**src/rtl/risc_trace_monitor.sv**
```systemverilog
// Run-control and writeback trace monitor: counts RUN cycles and retirements, buffers register writes in a FIFO.
// Optional build macro RISC_TRACE_TIMESTAMP_EN prepends cycle_count[15:0] at capture to each trace record.
`timescale 1ns/1ps

module risc_trace_monitor #(
  parameter int unsigned DATA_WIDTH     = 32,
  parameter int unsigned REG_ADDR_WIDTH = 5,
  parameter int unsigned TRACE_DEPTH    = 16,
  parameter int unsigned CNT_WIDTH      = 32,
  parameter int unsigned TIMEOUT_CYCLES = 100000,
`ifdef RISC_TRACE_TIMESTAMP_EN
  localparam int unsigned TW = REG_ADDR_WIDTH + DATA_WIDTH + 16
`else
  localparam int unsigned TW = REG_ADDR_WIDTH + DATA_WIDTH
`endif
) (
  input  logic                      clk,
  input  logic                      rst,
  input  logic                      start,
  input  logic                      halt,
  input  logic                      wb_valid,
  input  logic                      wb_we,
  input  logic [REG_ADDR_WIDTH-1:0] wb_rd,
  input  logic [DATA_WIDTH-1:0]     wb_data,
  output logic                      trace_valid,
  input  logic                      trace_ready,
  output logic [TW-1:0]             trace_data,
  output logic [CNT_WIDTH-1:0]      cycle_count,
  output logic [CNT_WIDTH-1:0]      retired_count,
  output logic [1:0]                state,
  output logic                      done,
  output logic                      timeout,
  output logic                      overflow
);

  localparam int unsigned PTR_W = (TRACE_DEPTH > 1) ? $clog2(TRACE_DEPTH) : 1;
  localparam int unsigned OCC_W = PTR_W + 1;

  typedef enum logic [1:0] {
    S_IDLE    = 2'd0,
    S_RUN     = 2'd1,
    S_DONE    = 2'd2,
    S_TIMEOUT = 2'd3
  } state_t;

  state_t               r_state;
  logic                 r_done;
  logic                 r_timeout;
  logic [CNT_WIDTH-1:0] r_cycle;
  logic [CNT_WIDTH-1:0] r_retired;
  logic                 r_overflow;
  logic [PTR_W-1:0]     r_rd_ptr;
  logic [PTR_W-1:0]     r_wr_ptr;
  logic [OCC_W-1:0]     r_count;
  logic                 r_valid;
  logic [TW-1:0]        r_trace_data;
  logic [TW-1:0]        r_mem [TRACE_DEPTH];

  logic             w_run;
  logic             w_start;
  logic             w_capture;
  logic             w_full;
  logic             w_pop;
  logic             w_push;
  logic             w_drop;
  logic             w_tmo_hit;
  logic [TW-1:0]    w_rec;
  logic [PTR_W-1:0] w_rd_nxt;
  logic [PTR_W-1:0] w_wr_nxt;
  logic [OCC_W-1:0] w_cnt_nxt;
  logic [TW-1:0]    w_head_nxt;

  assign w_run     = (r_state == S_RUN);
  assign w_start   = start && !w_run;
  assign w_capture = w_run && wb_valid && wb_we && (wb_rd != '0);
  assign w_full    = (r_count == OCC_W'(TRACE_DEPTH));
  assign w_pop     = r_valid && trace_ready;
  assign w_push    = w_capture && (!w_full || w_pop);
  assign w_drop    = w_capture && w_full && !w_pop;
  assign w_tmo_hit = (r_cycle == CNT_WIDTH'(TIMEOUT_CYCLES - 1));

`ifdef RISC_TRACE_TIMESTAMP_EN
  assign w_rec = {r_cycle[15:0], wb_rd, wb_data};
`else
  assign w_rec = {wb_rd, wb_data};
`endif

  assign w_rd_nxt  = w_pop  ? r_rd_ptr + PTR_W'(1) : r_rd_ptr;
  assign w_wr_nxt  = w_push ? r_wr_ptr + PTR_W'(1) : r_wr_ptr;
  assign w_cnt_nxt = r_count + OCC_W'(w_push) - OCC_W'(w_pop);

  // Next head: a record written into the slot about to become the head bypasses the array.
  always_comb begin
    w_head_nxt = '0;
    if (w_cnt_nxt != '0) begin
      if (w_push && (r_wr_ptr == w_rd_nxt)) begin
        w_head_nxt = w_rec;
      end else begin
        w_head_nxt = r_mem[w_rd_nxt];
      end
    end
  end

  // Run-control FSM with registered status flags
  always_ff @(posedge clk or posedge rst) begin
    if (rst) begin
      r_state   <= S_IDLE;
      r_done    <= 1'b0;
      r_timeout <= 1'b0;
    end else begin
      case (r_state)
        S_RUN: begin
          if (halt) begin
            r_state <= S_DONE;
            r_done  <= 1'b1;
          end else if (w_tmo_hit) begin
            r_state   <= S_TIMEOUT;
            r_timeout <= 1'b1;
          end
        end
        default: begin
          if (start) begin
            r_state   <= S_RUN;
            r_done    <= 1'b0;
            r_timeout <= 1'b0;
          end
        end
      endcase
    end
  end

  // Saturating counters and sticky overflow
  always_ff @(posedge clk or posedge rst) begin
    if (rst) begin
      r_cycle    <= '0;
      r_retired  <= '0;
      r_overflow <= 1'b0;
    end else if (w_start) begin
      r_cycle    <= '0;
      r_retired  <= '0;
      r_overflow <= 1'b0;
    end else begin
      if (w_run && (r_cycle != '1)) begin
        r_cycle <= r_cycle + CNT_WIDTH'(1);
      end
      if (w_run && wb_valid && (r_retired != '1)) begin
        r_retired <= r_retired + CNT_WIDTH'(1);
      end
      if (w_drop) begin
        r_overflow <= 1'b1;
      end
    end
  end

  // FIFO pointers, occupancy and registered head
  always_ff @(posedge clk or posedge rst) begin
    if (rst) begin
      r_rd_ptr     <= '0;
      r_wr_ptr     <= '0;
      r_count      <= '0;
      r_valid      <= 1'b0;
      r_trace_data <= '0;
    end else if (w_start) begin
      r_rd_ptr     <= '0;
      r_wr_ptr     <= '0;
      r_count      <= '0;
      r_valid      <= 1'b0;
      r_trace_data <= '0;
    end else begin
      r_rd_ptr     <= w_rd_nxt;
      r_wr_ptr     <= w_wr_nxt;
      r_count      <= w_cnt_nxt;
      r_valid      <= (w_cnt_nxt != '0);
      r_trace_data <= w_head_nxt;
    end
  end

  always_ff @(posedge clk) begin
    if (w_push) begin
      r_mem[r_wr_ptr] <= w_rec;
    end
  end

  assign trace_valid   = r_valid;
  assign trace_data    = r_trace_data;
  assign cycle_count   = r_cycle;
  assign retired_count = r_retired;
  assign state         = r_state;
  assign done          = r_done;
  assign timeout       = r_timeout;
  assign overflow      = r_overflow;

endmodule

```
**config.mk**
```make
export PLATFORM = sky130hd
export DESIGN_NAME = risc_trace_monitor
export DESIGN_NICKNAME = d
export VERILOG_FILES = /design/src/rtl/risc_trace_monitor.sv
export SDC_FILE = /design/constraint.sdc
export NUM_CORES = 1
export LEC_CHECK = 0
export ABC_CLOCK_PERIOD_IN_PS = 7000
export CAP_MARGIN = 20
export CORE_ASPECT_RATIO = 1.2
export CORE_UTILIZATION = 43
export CTS_CLUSTER_SIZE = 20
export DETAILED_ROUTE_END_ITERATION = 6
export PLACE_DENSITY = 0.57
export SLEW_MARGIN = 0
export SYNTH_ARGS = -nofsm -noshare
export SYNTH_HDL_FRONTEND = slang
export SYNTH_SLANG_ARGS = --single-unit
```
**constraint.sdc**
```tcl
create_clock -name clk -period 7 [get_ports clk]
set_clock_uncertainty 0.2 [all_clocks]
set_input_delay 1.05 -clock clk [delete_from_list [all_inputs] [get_ports clk]]
set_output_delay 1.05 -clock clk [all_outputs]
set_load 0.02 [all_outputs]
```
# Yosys cells after proc, flatten, opt, wreduce, memory -nomap -nowiden

Memories as Yosys holds them, arrays and structs flattened.
Cells that the tools add are included.

Register bits: 120
RAM bits: 592
Word-level logic and storage cells: 80
Memories: 1

Memories:

| memory | depth | width | read ports | clocked after memory_dff | write ports | line | source |
|---|---|---|---|---|---|---|---|
| r_mem  | 16    | 37    | 1          | 0                        | 1           | 57   | `logic [TW-1:0] r_mem [TRACE_DEPTH];` |

Add/subtract/negate cells: 6
Equality and inequality tests: 10
Mux-type cells: 27
Reductions and logical operators: 25

Operator list:

| cell                                                                    | number |
|---|---|
| 32-bit 2-to-1 mux                                                       | 4 |
| 37-bit 2-to-1 mux                                                       | 3 |
| 32-bit by 1-bit adder with 32-bit output, second input constant         | 2 |
| 32-bit != test, second input constant                                   | 2 |
| 32-bit by 17-bit equality test with 1-bit output, second input constant | 1 |
| 4-bit 2-to-1 mux                                                        | 4 |
| 1-bit logical AND                                                       | 11 |
| 1-bit 2-to-1 mux                                                        | 11 |
| 2-bit nonzero test                                                      | 5 |
| 5-bit nonzero test                                                      | 2 |
| 4-bit by 1-bit adder with 4-bit output, second input constant           | 2 |
| 2-bit 2-to-1 mux                                                        | 4 |
| 5-bit by 1-bit adder with 5-bit output                                  | 1 |
| 5-bit equality test, second input constant                              | 1 |
| 5-bit 2-to-1 mux                                                        | 1 |
| 5-bit by 1-bit subtractor with 5-bit output                             | 1 |
| 4-bit equality test                                                     | 1 |
| 2-bit != test, second input constant                                    | 2 |
| 2-bit AND reduction                                                     | 2 |
| 1-bit logical NOT                                                       | 3 |
| 3-bit by 2-bit != test with 1-bit output, second input constant         | 1 |
| 3-bit AND reduction                                                     | 1 |
| 2-bit by 1-bit equality test with 1-bit output, second input constant   | 1 |
| 2-bit by 1-bit != test with 1-bit output, second input constant         | 1 |
| 1-bit logical OR                                                        | 1 |

# Depth between registers and ports, before layout

Gate-level depths: netlist (run 1).

Depth after elaboration: 10
Depth in mapped cells: 16
Gate-level depth less buffers: 14

# Least setup slack after synthesis (run 1)

Ideal clock, no wire load.

Kind: in2reg
Start: in wb_rd[0]
End: reg r_trace_data[10], in the netlist trace_data[10]
Setup time: 74 ps
Arrival time: 3864 ps
Required time: 6726 ps
Slack: 2862 ps
Cell stages on the path: 14
Buffers on the path: 2
Cells stage by stage: or4_4 -> o2111ai_4 -> or2_4 -> o21ai_0 -> ha_1 -> fa_1 -> a21oi_1 -> o21bai_1 -> xnor2_1 -> a41oi_1 -> buf_2 -> buf_2 -> nand3_1 -> o21ai_2

Cells in the longest elaborated chain, start to end: 8

RTL lines:

| item                                        | line | source |
|---|---|---|
| start: declaration                          | 23   | `input logic [REG_ADDR_WIDTH-1:0] wb_rd,` |
| 5-bit nonzero test (*)                      | 75   | `assign w_capture = w_run && wb_valid && wb_we && (wb_rd != '0);` |
| 1-bit logical AND (*)                       | 75   |  |
| 1-bit logical AND (*)                       | 78   | `assign w_push = w_capture && (!w_full \|\| w_pop);` |
| 5-bit by 1-bit adder with 5-bit output      | 90   | `assign w_cnt_nxt = r_count + OCC_W'(w_push) - OCC_W'(w_pop);` |
| 5-bit by 1-bit subtractor with 5-bit output | 90   |  |
| 5-bit nonzero test                          | 95   | `if (w_cnt_nxt != '0) begin` |
| 37-bit 2-to-1 mux (*)                       | 95   |  |
| 37-bit 2-to-1 mux (*)                       | 163  | `end else if (w_start) begin` |
| end signal: assignment                      | 174  | `r_trace_data <= w_head_nxt;` |
| end: declaration                            | 56   | `logic [TW-1:0] r_trace_data;` |

Mark *: on every way between the ends. The rest lies on a longest branch, timed or not.
A chain may end at the register's enable or synchronous reset.

# Worst setup path in the final report (run 1)

Start: in wb_rd[0]
End: reg r_trace_data[2], in the netlist trace_data[2]

The elaborated chain is that of the path after synthesis.

==> impl_metrics.tcl, run 1 <==
set metrics [dict create \
    status "finished, final reports clean" \
    ys_top_cells_by_area "edfxtp_1 60%, dfrtp_1 10%, a211oi_1 7.5%, and3_1 6.6%, nor4_1 1.7%" \
    crit_start "wb_rd[0]" \
    rows 104 \
    grt-ovfl-total 0 \
    grt_first_pass_wirelength_um 119000 \
    place_hpwl_um 40200 \
    die_y_um 289 \
    synthFlopType "edfxtp_1" \
    pin_count 151 \
    cp-start-kind "input port" \
    post-route-period-util_pct 71.0 \
    ant_nets 0 \
    worstPathMaxFanout 22 \
    synth_top_area_share_pct 60.2 \
    clockBufferDepth 3 \
    cts_setup_buffers 0 \
    h-tree-depth 3 \
    setup_violations 0 \
    syn_area_per_cell_um2 14.3 \
    antenna_found_initial 5 \
    p_leak_uw 0.0120 \
    setup_tns_ns 0 \
    syn_to_final_growth_pct 16.0 \
    timing.hold.ws_ns 0.318 \
    initial_core_util_pct 43.7 \
    gp_congestion 0.826 \
    rr_startpoint "trace_valid" \
    max_stage_delay_ns 0.75 \
    p_per_area_mw_per_mm2 372 \
    yosys.cell_types.count 65 \
    drc 0 \
    hold_violations 0 \
    worstMarginPinSlew_ns 1.17 \
    syn_nets 2130 \
    wirelength_um 79600 \
    slew_violations 0 \
    final_nets 2229 \
    fmax_mhz 201 \
    yosysSeqAreaShare_pct 70.3 \
    portBuffers 150 \
    r2r_slack_ns 2.89 \
    cts_hold_buf 0 \
    period_needed_ns 4.97 \
    cts_tree "yes" \
    syn_inst 2073 \
    firstDrtPassIters 5 \
    drt_iter0_drc 1365 \
    rsz0062_at_grt "no" \
    cp_cell_sequence "clkdlybuf4s50_1 > or4_4 > o2111ai_4 > or2_4 > o21ai_0 > ha_1 > fa_1 > a21oi_1 > o21bai_1 > xnor2_1 > a41oi_4 > nand2b_2 > buf_4 > o21ai_1" \
    cts_buffers 73 \
    root_buffer "clkbuf_16" \
    worstSetupPathType "in -> reg" \
    wl_per_cell_um 25.4 \
    vias 18629 \
    die_w_um 241 \
    ys_seq_elements 712 \
    clock_latency_ns 0.61 \
    yosys_warnings 0 \
    dieArea_mm2 0.0698 \
    viasPerCell 5.95 \
    cts-resized-gates 0 \
    path_clk_slew_ns 0.06 \
    cts.sinks 712 \
    relSlewSlack_pct 22.2 \
    async_flop_share_pct 16.9 \
    grt_max_degree 239 \
    cp_data_arrival_time_ns 5.23 \
    synth_area_mm2 0.0295 \
    min_from "done" \
    synth-edff-count 592 \
    hold_path_class "reg -> reg" \
    drive_above_1_share_pct 9.64 \
    cap_violations 0 \
    cpMaxStageDelayCell "clkdlybuf4s50_1" \
    core_area_mm2 0.0675 \
    crit_path_end_kind "register" \
    grt_pass1_vias 18500 \
    required_ns 7.26 \
    max-vdd-ir-drop_mv 0.454 \
    synth.largest_area_cell "edfxtp_1" \
    grt_use_total_pct 23.0 \
]
[layer usage]
layer | wire length, um | vias up | global-route usage (%) | share of wire (%)
met5 | 51 | - | 0 | 0.064
met4 | 2200 | 8 | 8.01 | 2.8
li1 | - | 8425 | - | -
met3 | 4350 | 139 | 3.14 | 5.5
met2 | 39000 | 586 | 38.4 | 49
met1 | 34000 | 9471 | 30.9 | 43
[power breakdown]
part	total [uW]	switching, uW	internal [uW]
Clock	3820	1630	2190
Combinational	3950	2550	1400
Sequential	4960	156	4810
[layout make-up]
class / instances / area (um2)
well taps: 901 / 1130
multi-input cells: 1184 / 8110
clock buffers: 98 / 1990
diodes: 1 / 2.50
flip-flops and latches: 712 / 20800
inverters: 12 / 50.0
repair buffers: 189 / 1860
clock inverters: 36 / 345
fillers: 5678 / 33300
[state kept, by name (all words and copies together) (netlist names), 2 cells and up]
name / flops
r_mem: 592
r_rd_ptr: 4
trace_data: 37
state: 2
cycle_count: 32
retired_count: 32
r_wr_ptr: 4
r_count: 5
[worst paths after layout]
| kind | endpoint | depth (start not counted) |
|---|---|---|
| hold / removal | done | 2 |
| min in group asynchronous | trace_data[8] | 2 |
| max in group asynchronous | r_rd_ptr[0] | 3 |
| setup / recovery | trace_data[2] | 14 |
| hold reg to reg | done | 2 |
| setup reg to reg | trace_data[2] | 13 |
[cell usage after synthesis (9+ instances only)]
| master | number |
|---|---|
| a21oi_1 | 22 |
| o21ai_2 | 30 |
| or3_1 | 11 |
| clkbuf_1 | 92 |
| buf_2 | 60 |
| nand3_1 | 64 |
| edfxtp_1 | 592 |
| and2_1 | 21 |
| nand4_1 | 21 |
| nor4_1 | 80 |
| mux2i_1 | 39 |
| dfrtp_1 | 120 |
| a211oi_1 | 296 |
| ha_1 | 12 |
| inv_1 | 12 |
| o21ai_0 | 23 |
| nor3_1 | 19 |
| xor2_1 | 23 |
| nand2_1 | 44 |
| and3_1 | 310 |
| o211ai_1 | 9 |
| nor2_1 | 64 |
| xnor2_1 | 27 |
[metrics by stage]
stage	setup WS, ns	utilization (%)	cells	area [um2]	total power (uW)
global placement	1.48	47.2	2995	31900	8980
finish	2.03	50.7	3133	34300	12700
CTS	2.05	50.7	3130	34200	12800
floorplan	2.56	-	2073	29500	7700
detailed placement	1.40	47.2	2996	31900	9020
global route	1.87	50.7	3133	34300	13300
[placed cells by master, fill, tap and decap left out, types with 5 or more instances in the layout]
master and count:
edfxtp_1 592, and3_1 306, a211oi_1 296, clkdlybuf4s50_1 150, dfrtp_1 120, nor4_1 80
clkbuf_16 73, nand3_1 64, nor2_1 64, nand2_1 44, mux2i_1 39, buf_4 33
o21ai_2 30, xnor2_1 26, o21ai_0 23, xor2_1 23, a21oi_1 22, nand4_1 21
nor3_1 19, clkbuf_1 18, clkinv_1 13, and2_2 12, ha_1 12, inv_1 11
or3_1 11, clkinv_2 11, and2_1 9, o211ai_1 9, and4_1 7, o21ai_1 7
clkbuf_8 7, o31ai_1 5, bufinv_16 5, buf_12 5
[cell families (layout without fill, tap and decap cells)]
family | count (synthesis) | in the layout | synth area share, %
adder cells (fa/ha/maj) | 13 | 13 | 0.576
buffers and inverters | 177 | 335 | 2.68
multiplexers | 39 | 39 | 1.32
AND/OR/NAND/NOR | 669 | 669 | 13.3
flip-flops | 712 | 712 | 70.3
other | 0 | 1 | 0
AO/OA/AOI/OAI | 412 | 412 | 10.3
XOR/XNOR | 51 | 51 | 1.56
[critical path, delay by kind of cell]
family	cells	cell delay, ns
AOI/OAI and AO/OA	6	0.95
xor gates and xnor gates	1	0.31
adders and majority gates	2	0.66
buffers and inverters	2	1.18
and+or+nand+nor	3	1.06
No activity file was read; power rests on OpenSTA's default activity.
==> inputs of run 2 (changes only) <==
Settings changed: ABC_CLOCK_PERIOD_IN_PS 7000 to 4900.
Clock period 7 ns to 4.9 ns, I/O delays scaled along.
==> run 2 against run 1 <==
  * Worst setup slack worse by 1.3 ns
  * Cell count is 0.83% higher
  * Clock power is 41% higher
  * Cell area is 1.1% higher
  * Critical path depth stayed put
  * Core utilization is 0.56 points higher
  * Count of clock-buffer cells in the layout is 4 higher
  * Via count is 0.20% higher
  * Flip-flop and latch count stayed put
  * Combinational power is 48% higher
  * Critical path type unchanged
  * Critical endpoint is now trace_data[3]
  * Largest power group unchanged
  * Highest routed layer unchanged
==> impl_metrics.tcl, run 2 (synthesis gave the netlist of run 1 again) <==
set metrics [dict create \
    place_hpwl_um 41300 \
    grt_use_total_pct 22.9 \
    final_cell_mix "592 x edfxtp_1, 306 x and3_1, 296 x a211oi_1" \
    clockBufferDepth 3 \
    setup_tns_ns 0 \
    cp_top_family "simple AND/OR/NAND/NOR gates" \
    grt_first_pass_wirelength_um 119000 \
    cp_data_arrival_time_ns 4.41 \
    drive_above_1_share_pct 10.7 \
    root_buffer "clkbuf_16" \
    clock_latency_ns 0.62 \
    worstMarginPinSlew_ns 1.37 \
    regMostFlops "r_mem" \
    max-vdd-ir-drop_mv 0.333 \
    cp-start-kind "input port" \
    die_w_um 241 \
    die_y_um 289 \
    stdcell_count 3159 \
    final_common_cell "edfxtp_1" \
    cts_buffers 74 \
    cts_hold_buf 0 \
    diodes 0 \
    post-route-period-util_pct 84.5 \
    cts-resized-gates 0 \
    timing.hold.ws_ns 0.305 \
    slew_violations 0 \
    grt_pass1_vias 18448 \
    grt_max_degree 282 \
    required_ns 5.17 \
    dpl.cell_count 3022 \
    dieArea_mm2 0.0698 \
    core_area_mm2 0.0675 \
    wl_per_cell_um 25.1 \
    pre_cts_ws_ns 0.119 \
    worstPathMaxFanout 22 \
    worst_slack_ns 0.761 \
    crit_path_end_kind "register" \
    syn_to_final_growth_pct 17.2 \
    cpMaxStageDelayCell "or4_4" \
    rsz0062_at_grt "no" \
    p_leak_uw 0.0121 \
    fmax_mhz 242 \
    firstDrtPassIters 5 \
    period_needed_ns 4.14 \
    cts_tree "yes" \
    vias 18666 \
    portBuffers 150 \
    gp_congestion 0.825 \
    cts.sinks 712 \
    rows 104 \
    relSlewSlack_pct 8.72 \
    wirelength_um 79300 \
    h-tree-depth 3 \
    cp_cell_sequence "clkdlybuf4s50_1 > or4_4 > o2111ai_4 > or2_4 > o21ai_0 > ha_1 > fa_1 > a21oi_1 > o21bai_1 > xnor2_1 > a41oi_4 > nand2b_2 > buf_12 > o21ai_1" \
    hold_path_class "reg -> reg" \
    path_buf_inv 2 \
    cts_setup_buffers 0 \
    ant_nets 0 \
    status "finished, final reports clean" \
    path_clk_slew_ns 0.05 \
    pin_count 151 \
    p_per_area_mw_per_mm2 530 \
    initial_core_util_pct 43.7 \
    antenna_found_initial 3 \
    power_uw 18400 \
    viasPerCell 5.91 \
    setup_violations 0 \
    hold_violations 0 \
    largest_reg_flops 592 \
    max_stage_delay_ns 0.58 \
    grt-ovfl-total 0 \
    drt_iter0_drc 1505 \
    drc 0 \
    worstSetupPathType "in -> reg" \
    final_nets 2255 \
    cap_violations 0 \
]
-- run 2: through the flow --
stage                     util (%)  cell area [um2]
final                         51.3            34600
after global routing          51.3            34600
after detailed placement      47.9            32300
after floorplan                  -            29500
after global placement        47.9            32300
after CTS                     51.3            34600
-- run 2: final timing paths --
kind | from | to | slack, ns | cells past startpoint
min in group asynchronous | rst | trace_data[8] | 0.51 | 2
setup reg to reg | trace_valid | trace_data[3] | 0.89 | 13
max in group asynchronous | rst | retired_count[8] | 3.06 | 3
setup / recovery | wb_rd[0] | trace_data[3] | 0.76 | 14
hold reg to reg | done | done | 0.30 | 2
hold / removal | done | done | 0.30 | 2
-- run 2: where the power goes --
group	internal, uW	switching, uW
combinational	2200	3660
sequential	6870	243
clock	3040	2350
-- run 2: metal layers --
layer / up-vias / global-route usage (%) / share of wire, % / wire [um]
li1: 8470 / - / - / -
met1: 9525 / 31.0 / 43 / 34100
met2: 571 / 38.5 / 50 / 39400
met3: 94 / 3.09 / 5.3 / 4180
met4: 6 / 6.58 / 2.0 / 1580
met5: - / 0 / 0.042 / 33
-- run 2: worst register-to-register path, stage by stage, from the launching register on --
cell,delay (ns)
dfrtp_1,0.51
and2_1,0.29
nor4_1,0.44
or2_4,0.25
o21ai_0,0.09
ha_1,0.23
fa_1,0.44
a21oi_1,0.17
o21bai_1,0.09
xnor2_1,0.35
a41oi_4,0.25
nand2b_2,0.20
buf_12,0.25
o21ai_1,0.13
-- run 2: final cells by class --
| cell class | count | area [um2] |
|---|---|---|
| Timing Repair Buffer | 214 | 2270 |
| Sequential cell | 712 | 20800 |
| Fill cell | 5579 | 32900 |
| Inverter | 12 | 50.0 |
| Clock buffer | 102 | 2040 |
| Tap cell | 901 | 1130 |
| Multi-Input combinational cell | 1184 | 8110 |
| Clock inverter | 34 | 267 |
